[src/rtl/rv32i_mem_pkg.sv]
// Shared types and constants for the RV32I memory stage.
// Control-word bit positions, funct3 encodings and the access FSM states.
package rv32i_mem_pkg;

    typedef enum logic [1:0] {
        IDLE      = 2'd0,
        REQ       = 2'd1,
        WAIT_RESP = 2'd2,
        DONE      = 2'd3
    } mem_state_t;

    localparam int MEM_READ_BIT  = 0;
    localparam int MEM_WRITE_BIT = 1;
    localparam int FUNCT3_LSB    = 2;

    localparam logic [2:0] F3_B  = 3'b000;
    localparam logic [2:0] F3_H  = 3'b001;
    localparam logic [2:0] F3_W  = 3'b010;
    localparam logic [2:0] F3_BU = 3'b100;
    localparam logic [2:0] F3_HU = 3'b101;

    localparam int NUM_LANES = 4;
    localparam int LANE_W    = 8;

    // funct3[1:0] is the access size: 0 byte, 1 half, 2 word, 3 never legal
    function automatic logic [1:0] f3_size(input logic [2:0] f3);
        return f3[1:0];
    endfunction

endpackage

[src/rtl/mem_access_stage_if.sv]
// Data-memory bus: registered request side from the stage, grant and read
// response from memory.
interface mem_access_stage_if #(
    parameter int ADDR_W = 32
);
    logic              mem_req;
    logic              mem_we;
    logic [ADDR_W-1:0] mem_addr;
    logic [31:0]       mem_wdata;
    logic [3:0]        mem_be;
    logic              mem_gnt;
    logic              mem_rvalid;
    logic [31:0]       mem_rdata;

    modport master (
        output mem_req, mem_we, mem_addr, mem_wdata, mem_be,
        input  mem_gnt, mem_rvalid, mem_rdata
    );

    modport slave (
        input  mem_req, mem_we, mem_addr, mem_wdata, mem_be,
        output mem_gnt, mem_rvalid, mem_rdata
    );
endinterface

[src/rtl/load_store_align.sv]
// Combinational byte-lane handling: store replication and byte enables,
// load shift/extend, and misalignment / illegal-funct3 detection.
module load_store_align
    import rv32i_mem_pkg::*;
(
    input  logic                               is_load,
    input  logic                               is_store,
    input  logic [2:0]                         acc_f3,
    input  logic [1:0]                         acc_off,
    input  logic [31:0]                        st_data,
    output logic [NUM_LANES-1:0][LANE_W-1:0]   st_wdata,
    output logic [NUM_LANES-1:0]               st_be,
    output logic                               fault,
    input  logic [2:0]                         ld_f3,
    input  logic [1:0]                         ld_off,
    input  logic [31:0]                        ld_rdata,
    output logic [31:0]                        ld_data
);

    logic [1:0]  size;
    logic [31:0] shifted;

    assign size = f3_size(acc_f3);

    // Byte stores replicate lane 0 everywhere, halfword stores alternate lanes 0/1
    for (genvar l = 0; l < NUM_LANES; l++) begin : g_lane
        assign st_wdata[l] = (size == 2'b00) ? st_data[LANE_W-1:0] :
                             (size == 2'b01) ? st_data[(l % 2)*LANE_W +: LANE_W] :
                                               st_data[l*LANE_W +: LANE_W];
    end

    always_comb begin
        case (size)
            2'b00:   st_be = 4'b0001 << acc_off;
            2'b01:   st_be = 4'b0011 << {acc_off[1], 1'b0};
            default: st_be = 4'b1111;
        endcase
    end

    always_comb begin
        fault = 1'b0;
        if (is_store)
            fault = (acc_f3 != F3_B) && (acc_f3 != F3_H) && (acc_f3 != F3_W);
        else if (is_load)
            fault = (acc_f3 == 3'b011) || (acc_f3 == 3'b110) || (acc_f3 == 3'b111);
        if (is_load || is_store) begin
            if (size == 2'b01 && acc_off[0])
                fault = 1'b1;
            if (size == 2'b10 && acc_off != 2'b00)
                fault = 1'b1;
        end
    end

    assign shifted = ld_rdata >> {ld_off, 3'b000};

    always_comb begin
        case (ld_f3)
            F3_B:    ld_data = {{24{shifted[7]}}, shifted[7:0]};
            F3_H:    ld_data = {{16{shifted[15]}}, shifted[15:0]};
            F3_BU:   ld_data = {24'd0, shifted[7:0]};
            F3_HU:   ld_data = {16'd0, shifted[15:0]};
            default: ld_data = shifted;
        endcase
    end

endmodule

[src/rtl/mem_access_stage.sv]
// RV32I memory stage: request/grant/response FSM on the data bus with
// pipeline stall while an access is outstanding.
module mem_access_stage
    import rv32i_mem_pkg::*;
#(
    parameter int ADDR_W = 32
) (
    input  logic                clock,
    input  logic                sync_reset,
    input  logic [7:0]          control_signals_M,
    input  logic [31:0]         ALU_result_M,
    input  logic [31:0]         write_data_M,
    output logic [31:0]         load_data_M,
    output logic                stall_M,
    output logic                mem_fault_M,
    mem_access_stage_if.master  bus
);

    mem_state_t state, next_state;

    logic       mem_read, mem_write, is_store, is_load, access, fault;
    logic [2:0] funct3;
    logic [2:0] ld_f3_q;
    logic [1:0] ld_off_q;
    logic [NUM_LANES-1:0][LANE_W-1:0] wdata_fmt;
    logic [NUM_LANES-1:0]             be_fmt;
    logic [31:0]                      ld_fmt;
    logic                             unused_ctrl;

    assign mem_read    = control_signals_M[MEM_READ_BIT];
    assign mem_write   = control_signals_M[MEM_WRITE_BIT];
    assign funct3      = control_signals_M[FUNCT3_LSB +: 3];
    assign is_store    = mem_write;
    assign is_load     = mem_read & ~mem_write;
    assign access      = mem_read | mem_write;
    assign unused_ctrl = ^control_signals_M[7:5];

    load_store_align u_align (
        .is_load  (is_load),
        .is_store (is_store),
        .acc_f3   (funct3),
        .acc_off  (ALU_result_M[1:0]),
        .st_data  (write_data_M),
        .st_wdata (wdata_fmt),
        .st_be    (be_fmt),
        .fault    (fault),
        .ld_f3    (ld_f3_q),
        .ld_off   (ld_off_q),
        .ld_rdata (bus.mem_rdata),
        .ld_data  (ld_fmt)
    );

    always_comb begin
        next_state  = state;
        stall_M     = 1'b0;
        mem_fault_M = 1'b0;
        case (state)
            IDLE: begin
                if (access) begin
                    if (fault) begin
                        mem_fault_M = 1'b1;
                    end else begin
                        stall_M    = 1'b1;
                        next_state = REQ;
                    end
                end
            end
            REQ: begin
                stall_M = 1'b1;
                if (bus.mem_gnt)
                    next_state = bus.mem_we ? DONE : WAIT_RESP;
            end
            WAIT_RESP: begin
                stall_M = 1'b1;
                if (bus.mem_rvalid)
                    next_state = DONE;
            end
            DONE:    next_state = IDLE;
            default: next_state = IDLE;
        endcase
    end

    // Load offset and funct3 are captured with the request so the response
    // is formatted from the access that was actually issued.
    always_ff @(posedge clock) begin
        if (!sync_reset) begin
            state         <= IDLE;
            bus.mem_req   <= 1'b0;
            bus.mem_we    <= 1'b0;
            bus.mem_addr  <= '0;
            bus.mem_wdata <= '0;
            bus.mem_be    <= '0;
            load_data_M   <= '0;
            ld_f3_q       <= '0;
            ld_off_q      <= '0;
        end else begin
            state <= next_state;
            case (state)
                IDLE: begin
                    if (access && !fault) begin
                        bus.mem_req   <= 1'b1;
                        bus.mem_we    <= is_store;
                        bus.mem_addr  <= ADDR_W'({ALU_result_M[31:2], 2'b00});
                        bus.mem_wdata <= wdata_fmt;
                        bus.mem_be    <= be_fmt;
                        ld_f3_q       <= funct3;
                        ld_off_q      <= ALU_result_M[1:0];
                    end
                end
                REQ: begin
                    if (bus.mem_gnt)
                        bus.mem_req <= 1'b0;
                end
                WAIT_RESP: begin
                    if (bus.mem_rvalid)
                        load_data_M <= ld_fmt;
                end
                default: ;
            endcase
        end
    end

endmodule

[src/flat_wrapper.sv]
// flat-port wrapper written by rule: the top's interface ports become plain ports
module mem_access_stage_flat import rv32i_mem_pkg::*;
#(
    parameter int ADDR_W = 32
)
  (clock, sync_reset, control_signals_M, ALU_result_M, write_data_M, load_data_M, stall_M, mem_fault_M, bus_mem_req, bus_mem_we, bus_mem_addr, bus_mem_wdata, bus_mem_be, bus_mem_gnt, bus_mem_rvalid, bus_mem_rdata);
  mem_access_stage_if #(.ADDR_W(ADDR_W)) bus_i ();
  input  logic clock;
  input  logic sync_reset;
  input  logic [7:0] control_signals_M;
  input  logic [31:0] ALU_result_M;
  input  logic [31:0] write_data_M;
  output logic [31:0] load_data_M;
  output logic stall_M;
  output logic mem_fault_M;
  output wire logic [$bits(bus_i.mem_req)-1:0] bus_mem_req;
  output wire logic [$bits(bus_i.mem_we)-1:0] bus_mem_we;
  output wire logic [$bits(bus_i.mem_addr)-1:0] bus_mem_addr;
  output wire logic [$bits(bus_i.mem_wdata)-1:0] bus_mem_wdata;
  output wire logic [$bits(bus_i.mem_be)-1:0] bus_mem_be;
  input wire logic [$bits(bus_i.mem_gnt)-1:0] bus_mem_gnt;
  input wire logic [$bits(bus_i.mem_rvalid)-1:0] bus_mem_rvalid;
  input wire logic [$bits(bus_i.mem_rdata)-1:0] bus_mem_rdata;
  assign bus_mem_req = bus_i.mem_req;
  assign bus_mem_we = bus_i.mem_we;
  assign bus_mem_addr = bus_i.mem_addr;
  assign bus_mem_wdata = bus_i.mem_wdata;
  assign bus_mem_be = bus_i.mem_be;
  assign bus_i.mem_gnt = bus_mem_gnt;
  assign bus_i.mem_rvalid = bus_mem_rvalid;
  assign bus_i.mem_rdata = bus_mem_rdata;
  mem_access_stage #(.ADDR_W(ADDR_W)) u_core (.clock(clock), .sync_reset(sync_reset), .control_signals_M(control_signals_M), .ALU_result_M(ALU_result_M), .write_data_M(write_data_M), .load_data_M(load_data_M), .stall_M(stall_M), .mem_fault_M(mem_fault_M), .bus(bus_i));
endmodule
[config.mk]
export PLATFORM = sky130hd
export DESIGN_NAME = mem_access_stage_flat
export DESIGN_NICKNAME = d
export VERILOG_FILES = /design/src/rtl/rv32i_mem_pkg.sv /design/src/rtl/mem_access_stage_if.sv /design/src/rtl/load_store_align.sv /design/src/rtl/mem_access_stage.sv /design/src/flat_wrapper.sv
export SDC_FILE = /design/constraint.sdc
export NUM_CORES = 1
export LEC_CHECK = 0
export ABC_AREA = 1
export BUFFER_PORTS_ARGS = -buffer_cell sky130_fd_sc_hd__buf_4
export CORE_UTILIZATION = 27
export DETAILED_ROUTE_END_ITERATION = 6
export PLACE_DENSITY_LB_ADDON = 0.1
export SKIP_CTS_REPAIR_TIMING = 1
export SYNTH_ARGS = -nofsm -noshare
export SYNTH_HDL_FRONTEND = slang
export SYNTH_SLANG_ARGS = --single-unit
[constraint.sdc]
create_clock -name clock -period 1.8 [get_ports clock]
set_input_delay 0.36 -clock clock [delete_from_list [all_inputs] [get_ports clock]]
set_output_delay 0.36 -clock clock [all_outputs]
set_load 0.02 [all_outputs]
Yosys cells after proc, flatten, opt, wreduce, memory -nomap -nowiden
Index checks and enable logic that the tools add are counted.

Register bits after elaboration: 107. Input bits: 108. Output and inout port bits: 104. Logic and storage cells: 80.

Equal/unequal tests: 18. Shift operators: 3. Multiplexer cells: 27. Bitwise logic cells: 3. Reductions and logical operators: 20.

Operators by type and width (count): 32-bit one-hot mux with 4 select lines (1); 8-bit 2-to-1 mux (5); 32-bit by 5-bit right shift with 32-bit output (1); 1-bit 2-to-1 mux (13); 3-bit == test, second input constant (4); 2-bit 2-to-1 mux (4); 2-bit one-hot mux with 4 select lines (1); 4-bit one-hot mux with 2 select lines (1); 2-bit == test, second input constant (3); 2-bit != test, second input constant (3); 1-bit logical AND (5); 2-bit by 1-bit == test with 1-bit output, second input constant (2); 2-bit logical NOT (2); 2-bit by 1-bit != test with 1-bit output, second input constant (2); 1-bit one-hot mux with 2 select lines (2); 2-bit AND reduction (2); 4-bit AND reduction (1); 2-bit nonzero test (2); 1-bit by 2-bit left shift with 4-bit output, first input constant (1); 2-bit by 2-bit left shift with 4-bit output, first input constant (1); 3-bit by 1-bit == test with 1-bit output, second input constant (1); 3-bit by 2-bit == test with 1-bit output, second input constant (1); 3-bit logical NOT (1); 1-bit logical OR (3); 9 further kinds (9).

Longest topological paths before layout
Depth in word-level cells: 12. Depth in mapped cells: 11. Mapped depth without buffers: 9.

By module
From an unflattened synthesis, not the netlist that was laid out.

Cells, all modules: 762. Area total of the unflattened synthesis: 5345.1 um2.

Modules (own cells, without submodules): mem_access_stage (instances 1, cells an instance 500, area an instance 3978.8 um2, seq. area each 2142.1 um2); load_store_align (instances 1, cells an instance 262, area an instance 1366.3 um2, seq. area each 0.0 um2).

Worst setup path before layout
OpenSTA, ideal clock, no wires.

Path kind: input-to-output. Start point: in control_signals_M[3]. End point: out stall_M. Data arrival time: 1.510 ns. Required time: 1.440 ns. Setup slack: -0.070 ns. Stages on the path: 9. Buffers on the path: 2. Path through: buf_6 -> nand2_1 -> nand2_1 -> nand2_1 -> nand3_1 -> nor2_1 -> nand2_4 -> buf_4 -> a21oi_1.

Longest elaborated chain between the ends: 11. Elaborated cells between the ends (all ways): 22. Those cells by class: eq/ne (7); mux (8); reduce/logical (7).

Ends and longest elaborated chain: start: declaration (line flat_wrapper.sv:10) `input logic [7:0] control_signals_M;`; 3-bit by 2-bit == test with 1-bit output or 3-bit == test (tied branches) (line load_store_align.sv:45) `fault = (acc_f3 == 3'b011) || (acc_f3 == 3'b110) || (acc_f3 == 3'b111);`; 1-bit logical OR (2 in series) (line load_store_align.sv:45); 1-bit 2-to-1 mux (line load_store_align.sv:44) `else if (is_load)`; 1-bit 2-to-1 mux (line load_store_align.sv:42) `if (is_store)`; 1-bit 2-to-1 mux (line load_store_align.sv:47) `if (size == 2'b01 && acc_off[0])`; 1-bit 2-to-1 mux (line load_store_align.sv:49) `if (size == 2'b10 && acc_off != 2'b00)`; 1-bit 2-to-1 mux * (line load_store_align.sv:46) `if (is_load || is_store) begin`; 1-bit 2-to-1 mux * (line mem_access_stage.sv:60) `if (fault) begin`; 1-bit 2-to-1 mux * (line mem_access_stage.sv:59) `if (access) begin`; 1-bit one-hot mux with 2 select lines * (line mem_access_stage.sv:57) `case (state)`; end: declaration (line flat_wrapper.sv:14) `output logic stall_M;`.

Every way passes the cells marked *; elsewhere a longest branch is shown, timed or not.

Final worst setup path
Start point: reg u_core.state[1]. End point: out stall_M.

Longest elaborated chain between the ends: 3. Elaborated cells between the ends (all ways): 5. Those cells by class: eq/ne (2); mux (1); reduce/logical (2).

Ends and longest elaborated chain: start: declaration (line mem_access_stage.sv:19) `mem_state_t state, next_state;`; start signal: assignment (line mem_access_stage.sv:97) `state <= next_state;`; 2-bit by 1-bit == test with 1-bit output or 2-bit == test (tied branches) (line mem_access_stage.sv:57); 2-bit OR reduction (no line); 1-bit one-hot mux with 2 select lines * (line mem_access_stage.sv:57).

Marked as above.

==> reports/metrics.yaml <==
run_status:
  status: "complete, but fails checks"
  violations: "design-rule violations"
timing:
  period_needed_ns: 1.748
  setup_viol: 0
  drv_slew: 0
  finalCritPeriodShare: 0.9712
  worstMarginPinSlew_ns: 0.5727
  hold_viol: 0
  fmaxAchievable_mhz: 572.0
  tns_ns: 0
  worst_slew_margin_rel: 0.6178
  fin_worst_skew_ns: 0.006675
  fin_ws_ns: 0.05183
  rsz0062_at_grt: "false"
clock_network:
  cts_max_level: 3
  cts_root_buf: "clkbuf_16"
  insertion_delay_ns: 0.35
  cts.sinks: 107
  clk_pin_slew_ns: 0.08
  numCtsBuffers: 9
  clk_path_buf_depth: 2
  cts_tree: "done"
final_layout:
  layout.nets: 1075
  diodes: 0
  drive_gt1_frac: 0.2875
  syn2layout_area_growth_pct: 44.99
  fin_util: 0.4031
  final_common_cell: "nand2_1"
  fill_cells: 1998
  layout_common_cells: "nand2_1 (259), buf_4 (227), dfxtp_1 (105), a21oi_1 (98), nor2_1 (67)"
yosys:
  netlist_instances: 762
  yosysUniqueCellTypes: 27
  synth_top_area_cell: "dfxtp_1"
  synth_ff_type: "dfxtp_1"
  synth.area.top_cells: "dfxtp_1 (42%), nand2_1 (19%), a21oi_1 (9.8%)"
  syn_area_um2: 5045
  yosysSeqAreaShare: 0.4246
  synth_top_area_share: 0.4246
  avgSynthCellArea_um2: 6.621
  synth_edf_count: 0
  async_flop_share: 0
  synth_seq_cells: 107
  yosys_warnings: 0
power:
  cellLeakagePower_nw: 3.513
  combPwrFrac: 0.389
  finalPower_mw: 8.562
  p_switching_mw: 3.130
  max-vdd-ir-drop_v: 0.0005120
  internal-power_mw: 5.432
  p_sw_frac: 0.3656
  p_clk_frac: 0.256
  seqPwrFrac: 0.356
  power_density_nw_per_um2: 1171
critical_path:
  arrival_ns: 1.39
  crit_fanout: 4
  endpoint_kind: "output pin"
  critical_path.startpoint_type: "register"
  worst-setup-path-type: "register to output pin"
  cp.required_ns: 1.44
drt:
  drcViolationCount: 17
  wire_per_inst_um: 13.98
  vias_per_cell: 4.404
  drt-initial-drc-count: 342
  vias: 5267
  dr.pass1.iters: 7
  postRouteAntennaNets: 0
  wirelength_mm: 16.72
hold_path:
  hp-class: "primary input to register"
placed_design:
  hpwlAfterDp_mm: 12.14
  portBuffers: 206
  gp_congestion: 0.8203
  pre_cts_ws_ns: 0.05128
die:
  die_height_um: 138.7
  dieWidth_um: 138.7
  dieArea_um2: 19230
  ios: 212
  design.core.area_um2: 18150
  start_util: 0.2780
  rows: 49
global_routing:
  grt.total_usage: 0.1710
  grt_max_degree: 68
  grt_pass1_vias: 4896
  grt_pass1_wl_mm: 26.16
  grt_remaining_overflow: 0
  antenna_found_initial: 0
run:
  cap_violations: 0
## worst paths after layout
| kind | startpoint | cells after the start | slack [ns] | end |
|---|---|---|---|---|
| max | u_core.state[1]$_SDFFE_PN0P_ | 5 | 0.05 | stall_M |
| min reg2reg | u_core.bus.mem_addr[10]$_SDFFE_PN0P_ | 2 | 0.46 | u_core.bus.mem_addr[10]$_SDFFE_PN0P_ |
| min | ALU_result_M[12] | 3 | 0.26 | u_core.bus.mem_addr[12]$_SDFFE_PN0P_ |
| max reg2reg | u_core.ld_off_q[0]$_SDFFE_PN0P_ | 7 | 0.24 | u_core.load_data_M[1]$_SDFFE_PN0P_ |
## routing by layer
layer / global-route usage / vias to the layer above / part of all wire
met2: 0.2493 / 146 / 0.43
met4: 0.05263 / 0 / 0.011
li1: - / 2814 / -
met3: 0.03349 / 13 / 0.066
met1: 0.2511 / 2294 / 0.50
met5: 0 / - / 0
## area by class of cell
| type | count | area, um2 | share of cell area |
|---|---|---|---|
| clock buffers | 11 | 242.7 | 0.03319 |
| clock inverters | 5 | 83.83 | 0.01146 |
| inverters | 67 | 254.0 | 0.03472 |
| multi-input cells | 542 | 2445 | 0.3342 |
| flip-flops and latches | 107 | 2147 | 0.2935 |
| well taps | 229 | 286.5 | 0.03917 |
| repair buffers | 235 | 1856 | 0.2537 |
## sequential cells by signal (all words and copies together), names as in the netlist
| register | count |
|---|---|
| u_core.state | 2 |
| u_core.bus.mem_wdata | 32 |
| u_core.bus.mem_addr | 30 |
| u_core.load_data_M | 32 |
| u_core.ld_off_q | 2 |
| u_core.bus.mem_we | 1 |
| u_core.ld_f3_q | 3 |
| u_core.bus.mem_be | 4 |
| u_core.bus.mem_req | 1 |
## per-stage QoR
| step | hold slack (ns) | std cells | cell area (um2) |
|---|---|---|---|
| 2_1_floorplan | 0.4437 | 763 | 5052 |
| 3_3_place_gp | 0.4533 | 1178 | 6937 |
| 3_5_place_dp | 0.4558 | 1178 | 6937 |
| 4_1_cts | 0.2478 | 1194 | 7263 |
| 5_1_grt | 0.2563 | 1196 | 7315 |
| 6_report | 0.2606 | 1196 | 7315 |
## critical path, cell delays in order, from the launching register on
cell     delay (ns)
dfxtp_4        0.39
inv_4          0.05
ha_4           0.25
inv_1          0.07
a21oi_4        0.15
buf_6          0.13
## synth_stat cells, types with 2 or more instances
master	count
a21oi_1	99
buf_2	13
buf_4	10
clkbuf_1	21
dfxtp_1	107
ha_1	5
inv_1	62
inv_2	5
nand2_1	259
nand3_1	10
nor2_1	69
nor2_2	2
o211ai_1	15
o21ai_0	65
or2_2	8
## power groups by stage
stage,clock (mW),sequential [mW],combinational (mW)
6_report,2.19,3.04,3.33
3_5_place_dp,0,3.09,3.26
4_1_cts,2.27,3.04,3.27
3_3_place_gp,0,3.09,3.28
5_1_grt,2.35,3.11,3.68
2_1_floorplan,0,3.53,1.45
## kinds of logic (layout without fill, tap and decap cells)
kind of cell,count (synthesis),after routing,synth area share
fa+ha+maj,5,5,0.01240
compound gates,181,181,0.1878
simple gates,354,354,0.2773
other cells,1,2,0.0007433
buf+inv,114,318,0.09722
flops,107,107,0.4246
No activity file was read; power rests on OpenSTA's default activity.
